`config.mk`:
```
export PLATFORM = sky130hd
export DESIGN_NAME = tone_mixer
export DESIGN_NICKNAME = d
export VERILOG_FILES = /design/src/rtl/tone_mixer_pkg.sv /design/src/rtl/tone_mixer_pwm_dac.sv /design/src/rtl/tone_mixer.sv
export SDC_FILE = /design/constraint.sdc
export NUM_CORES = 1
export LEC_CHECK = 0
export BUFFER_PORTS_ARGS = -buffer_cell sky130_fd_sc_hd__buf_2
export CAP_MARGIN = 20
export CORE_MARGIN = 4
export CORE_UTILIZATION = 35
export DETAILED_ROUTE_END_ITERATION = 10
export HOLD_SLACK_MARGIN = 0.1
export PLACE_DENSITY = 0.52
export SYNTH_ARGS = -nofsm -noshare
export SYNTH_HDL_FRONTEND = slang
export SYNTH_SLANG_ARGS = --single-unit
export TNS_END_PERCENT = 20
```
`constraint.sdc`:
```
create_clock -name CLK -period 2.55 [get_ports CLK]
set_input_delay 0.51 -clock CLK [delete_from_list [all_inputs] [get_ports CLK]]
set_output_delay 0.51 -clock CLK [all_outputs]
set_load 0.02 [all_outputs]
```
`src/rtl/tone_mixer_pkg.sv`:
```
// rtl/tone_mixer_pkg.sv - shared widths, types and the level scaling helper for tone_mixer
package tone_mixer_pkg;

  localparam int NUM_CH = 4;
  localparam int CH_W   = 4;
  localparam int VOL_W  = 4;
  localparam int MIX_W  = 6;
  localparam int PWM_W  = 6;
  localparam int PROD_W = CH_W;

  localparam logic [VOL_W-1:0] VOL_RESET = 4'hF;

  typedef logic [CH_W-1:0]   levelT;
  typedef logic [VOL_W-1:0]  volT;
  typedef logic [PROD_W-1:0] prodT;
  typedef logic [MIX_W-1:0]  mixT;

  // Full-width product, keeping only the upper nibble (level * vol / 16).
  function automatic prodT scaleLevel(input levelT lvl, input volT vol);
    logic [CH_W+VOL_W-1:0] full;
    full = {{VOL_W{1'b0}}, lvl} * {{CH_W{1'b0}}, vol};
    return full[CH_W+VOL_W-1 -: PROD_W];
  endfunction

endpackage

```
`src/rtl/tone_mixer_pwm_dac.sv`:
```
// rtl/tone_mixer_pwm_dac.sv - free-running PWM DAC with period-boundary duty reload
module pwm_dac
  import tone_mixer_pkg::*;
(
  input  logic             CLK,
  input  logic             RST_C,
  input  logic [PWM_W-1:0] DUTY,
  output logic             PWM
);

  localparam logic [PWM_W-1:0] PERIOD_END = '1;

  logic [PWM_W-1:0] cnt;
  logic [PWM_W-1:0] duty;

  // Duty only reloads on the last count so a period is never split between two levels.
  always_ff @(posedge CLK or negedge RST_C) begin
    if (!RST_C) begin
      cnt  <= '0;
      duty <= '0;
      PWM  <= 1'b0;
    end else begin
      cnt <= cnt + PWM_W'(1);
      if (cnt == PERIOD_END) begin
        duty <= DUTY;
      end
      PWM <= (cnt < duty);
    end
  end

endmodule

```
`src/rtl/tone_mixer.sv`:
```
// rtl/tone_mixer.sv - four-channel volume-scaled tone mixer with 2-cycle pipeline and PWM output
module tone_mixer
  import tone_mixer_pkg::*;
(
  input  logic              CLK,
  input  logic              RST_C,
  input  logic              SAMPLE_EN,
  input  logic [CH_W-1:0]   CH0,
  input  logic [CH_W-1:0]   CH1,
  input  logic [CH_W-1:0]   CH2,
  input  logic [CH_W-1:0]   CH3,
  input  logic [VOL_W-1:0]  DIN,
  input  logic [NUM_CH-1:0] VSEL,
  input  logic              MUTE,
  output logic [MIX_W-1:0]  MIX,
  output logic              MIX_VALID,
  output logic              PWM
);

  levelT chIn    [NUM_CH];
  volT   vol     [NUM_CH];
  volT   volSnap [NUM_CH];
  levelT chCap   [NUM_CH];
  prodT  prod    [NUM_CH];
  logic  capValid;
  logic  prodValid;
  mixT   mixSum;

  assign chIn[0] = CH0;
  assign chIn[1] = CH1;
  assign chIn[2] = CH2;
  assign chIn[3] = CH3;

  always_ff @(posedge CLK or negedge RST_C) begin
    if (!RST_C) begin
      for (int n = 0; n < NUM_CH; n++) begin
        vol[n] <= VOL_RESET;
      end
    end else begin
      for (int n = 0; n < NUM_CH; n++) begin
        if (VSEL[n]) begin
          vol[n] <= DIN;
        end
      end
    end
  end

  // Volumes are snapshotted with the levels so a write coinciding with a strobe
  // only affects the following sample.
  always_ff @(posedge CLK or negedge RST_C) begin
    if (!RST_C) begin
      capValid <= 1'b0;
      for (int n = 0; n < NUM_CH; n++) begin
        chCap[n]   <= '0;
        volSnap[n] <= '0;
      end
    end else begin
      capValid <= SAMPLE_EN;
      if (SAMPLE_EN) begin
        for (int n = 0; n < NUM_CH; n++) begin
          chCap[n]   <= chIn[n];
          volSnap[n] <= vol[n];
        end
      end
    end
  end

  always_ff @(posedge CLK or negedge RST_C) begin
    if (!RST_C) begin
      prodValid <= 1'b0;
      for (int n = 0; n < NUM_CH; n++) begin
        prod[n] <= '0;
      end
    end else begin
      prodValid <= capValid;
      if (capValid) begin
        for (int n = 0; n < NUM_CH; n++) begin
          prod[n] <= scaleLevel(chCap[n], volSnap[n]);
        end
      end
    end
  end

  always_comb begin
    mixSum = '0;
    for (int n = 0; n < NUM_CH; n++) begin
      mixSum = mixSum + mixT'(prod[n]);
    end
  end

  always_ff @(posedge CLK or negedge RST_C) begin
    if (!RST_C) begin
      MIX       <= '0;
      MIX_VALID <= 1'b0;
    end else begin
      MIX_VALID <= prodValid;
      if (prodValid) begin
        MIX <= MUTE ? '0 : mixSum;
      end
    end
  end

  pwm_dac pwmDac (
    .CLK   (CLK),
    .RST_C (RST_C),
    .DUTY  (MIX),
    .PWM   (PWM)
  );

endmodule

```
==> impl_metrics.py <==
metrics = {
    "run_status": {
        "status": "finished, violations left",
        "violations": "negative setup slack",
    },
    "timing": {
        "slew_headroom_pct": 38.1,
        "clock.fmax_mhz": 376,
        "rsz0062_at_grt": "yes",
        "period_share_pct": 104,
        "hold_violations": 0,
        "tns_ns": -0.185,
        "holdWs_ns": 0.129,
        "worst_slack_ns": -0.113,
        "report.final.setup_viol": 5,
        "final_max_slew_viol_count": 0,
        "fin_skew_ns": 0.00411,
        "worst_slew_pin_slew_ns": 0.928,
        "min_period_ns": 2.66,
    },
    "cts": {
        "root_buffer": "clkbuf_16",
        "insertion_delay_ns": 0.35,
        "cts_buffer_depth": 2,
        "numCtsBuffers": 9,
        "cts.sinks": 86,
        "htree_num_levels": 3,
        "tritoncts": "done",
        "path_clk_slew_ns": 0.06,
    },
    "floorplan": {
        "fp.dieH_microns": 130,
        "rows": 44,
        "start_util_pct": 35.8,
        "ioPinCount": 36,
        "coreArea_sq_um": 14600,
        "dieWidth_microns": 130,
        "dieArea_sq_um": 16900,
    },
    "placed_design": {
        "io_buffers": 35,
        "dp_cells": 703,
        "gp_congestion": 0.777,
        "hpwl_microns": 7910,
        "pre_cts_ws_ns": -0.135,
    },
    "worst_setup_path": {
        "start_kind": "register",
        "end_kind": "register",
        "path_max_fanout": 4,
        "r2r_slack_ns": -0.11,
        "rr_worst_depth": 9,
        "critical_path_required_ns": 2.79,
        "crit_arrival_ns": 2.90,
        "r2r_end": "prod[6]",
        "startpoint": "volSnap[7]",
        "r2r-start": "volSnap[7]",
        "worstSetupPathType": "register to register",
        "setup.worst_path.end": "prod[6]",
    },
    "synthesis": {
        "ys_types": 35,
        "synth_seq_cells": 86,
        "yosysWarnings": 0,
        "syn_area_sq_um": 5220,
        "syn_nets": 549,
        "synth_cells": 450,
        "avgSynthCellArea_sq_um": 11.6,
        "yosysSeqAreaShare_pct": 41.6,
    },
    "finish": {
        "fillers": 1356,
        "finalNonFillerCells": 723,
        "n_antenna_cell": 0,
        "syn_to_final_growth_pct": 23.5,
        "drive_above_1_share_pct": 36.7,
        "utilization_pct": 44.2,
        "final_cell_mix": "dfrtp_1, mux2_2, buf_4",
        "multiInputGateArea_sq_um": 3020,
        "nets": 633,
        "seq_area_sq_um": 2170,
        "mostFrequentLayoutCell": "dfrtp_1",
    },
    "detailed_routing": {
        "postRouteAntennaNets": 0,
        "drt-met1-wl_microns": 4880,
        "wl_per_cell_microns": 14.0,
        "dr_wl_met3_microns": 391,
        "drc_errors": 0,
        "firstDrtPassIters": 4,
        "vias": 3459,
        "wl_met2_microns": 4670,
        "wirelength_microns": 10100,
        "dr.max_layer_used": "met4",
        "drtIter0Drc": 120,
        "vias_per_cell": 4.78,
    },
    "power": {
        "combPwrFrac_pct": 44.6,
        "power.density_nw_per_um2": 870,
        "peakVddDrop_v": 0.000439,
        "p_switching_mw": 1.92,
        "clockPowerShare_pct": 24.1,
        "total_leakage_power_nw": 3.00,
        "pwr-share-seq_pct": 31.3,
        "internal-power_mw": 3.68,
        "switching_share_pct": 34.3,
    },
    "global_routing": {
        "grt_antenna_before_repair": 0,
        "grt_pass1_wl_microns": 17500,
        "overflow": 0,
        "grt_max_degree": 48,
        "grt.total_usage_pct": 13.2,
        "grt_pass1_vias": 3575,
    },
    "run": {
        "maxCapViolCount": 0,
    },
    "worst_hold_path": {
        "hold_class": "input port to asynchronous set/reset pin",
    },
}
-- synthesized netlist by cell type --
| cell type | instances | share of area [%] |
|---|---|---|
| o211ai_1 | 4 | 0.58 |
| buf_2 | 8 | 0.77 |
| o2bb2ai_1 | 2 | 0.34 |
| nor2_1 | 4 | 0.29 |
| fa_1 | 20 | 7.7 |
| o221a_2 | 4 | 0.86 |
| dfrtp_1 | 70 | 34 |
| mux2i_1 | 4 | 0.77 |
| o21ai_1 | 1 | 0.096 |
| nand4_1 | 4 | 0.48 |
| nand2b_1 | 6 | 0.72 |
| o31ai_1 | 1 | 0.14 |
| and2_1 | 33 | 4.0 |
| nand2_1 | 30 | 2.2 |
| mux2_1 | 2 | 0.43 |
| a21o_1 | 3 | 0.43 |
| and3_1 | 2 | 0.24 |
| o21bai_1 | 4 | 0.58 |
| nand4b_1 | 8 | 1.3 |
| o211ai_2 | 4 | 0.96 |
| mux2_2 | 51 | 11 |
| nand4_2 | 4 | 0.96 |
| o21ai_0 | 16 | 1.5 |
| clkbuf_1 | 1 | 0.072 |
| a31o_1 | 4 | 0.67 |
| or3_1 | 4 | 0.48 |
| inv_1 | 44 | 3.2 |
| xor2_1 | 6 | 1.0 |
| nand3b_1 | 3 | 0.43 |
| dfstp_2 | 16 | 8.1 |
| nand3_1 | 15 | 1.4 |
| xnor2_1 | 8 | 1.3 |
| ha_1 | 51 | 12 |
| a31oi_1 | 1 | 0.12 |
| a21oi_1 | 12 | 1.2 |
-- cells by family after synthesis --
group                    after synthesis  share of synthesized area [%]
AND/OR/NAND/NOR                      113                           12.5
flip-flops                            86                           41.6
adder cells (fa/ha/maj)               71                           19.9
multiplexers                          57                           12.2
AO/OA/AOI/OAI                         56                           7.45
buffers and inverters                 53                           4.00
XOR/XNOR                              14                           2.35
-- final cells by class --
class / count / share of cell area, %
Multi-Input combinational cell: 311 / 46.9
Sequential cell: 86 / 33.7
Timing Repair Buffer: 82 / 8.62
Clock buffer: 11 / 3.77
Tap cell: 184 / 3.57
Inverter: 44 / 2.56
Clock inverter: 5 / 0.893
-- power groups by stage --
| stage | combinational, mW | sequential (mW) | clock (mW) |
|---|---|---|---|
| 3_3_place_gp | 2.22 | 1.77 | 0 |
| 6_report | 2.50 | 1.75 | 1.35 |
| 2_1_floorplan | 1.55 | 1.77 | 0 |
| 4_1_cts | 2.38 | 1.75 | 1.40 |
| 5_1_grt | 2.87 | 1.79 | 1.45 |
| 3_5_place_dp | 2.33 | 1.78 | 0 |
-- registers in the layout (all words and copies together) (netlist names) --
register,count
prod,16
prodValid,1
chCap,16
MIX,6
pwmDac.PWM,1
pwmDac.cnt,6
MIX_VALID,1
pwmDac.duty,6
capValid,1
volSnap,16
vol,16
-- layer usage --
layer  global-route usage (%)  vias to the layer above
met5                        0                        -
met4                     3.91                        0
met3                     4.18                       14
met2                     21.0                       42
met1                     17.4                     1665
li1                         -                     1738
-- worst min-delay path by stage --
stage	startpoint	to	slack, ns	depth (start not counted)
after floorplan	RST_C	MIX[0]	0.21	0
after global placement	pwmDac.cnt[0]	pwmDac.cnt[0]	0.49	1
after detailed placement	pwmDac.cnt[0]	pwmDac.cnt[0]	0.49	1
after CTS	RST_C	pwmDac.cnt[4]	0.14	1
after global routing	RST_C	pwmDac.cnt[4]	0.16	1
final	RST_C	pwmDac.cnt[2]	0.13	1
-- worst max-delay path, cell delays in order (launching register included) --
cell and delay (ns):
dfrtp_1 0.39, nand2_2 0.08, fa_1 0.55, inv_2 0.04, fa_1 0.46, ha_1 0.29
nand4_2 0.10, o211ai_2 0.11, or3_1 0.32, a31o_1 0.21
-- metrics by stage --
| step | area [sq um] | power, mW |
|---|---|---|
| after global routing | 6440 | 6.11 |
| after detailed placement | 5980 | 4.10 |
| after CTS | 6320 | 5.54 |
| after floorplan | 5270 | 3.32 |
| after global placement | 5980 | 4.00 |
| final | 6440 | 5.61 |
-- timing repair --
action,CTS,global route
pin swaps,8,14
setup buffers,3,1
endpoints found under the setup margin,17,19
hold buffers,0,0
resized for setup,7,17
Note: power is estimated with default switching activity, not from simulation.
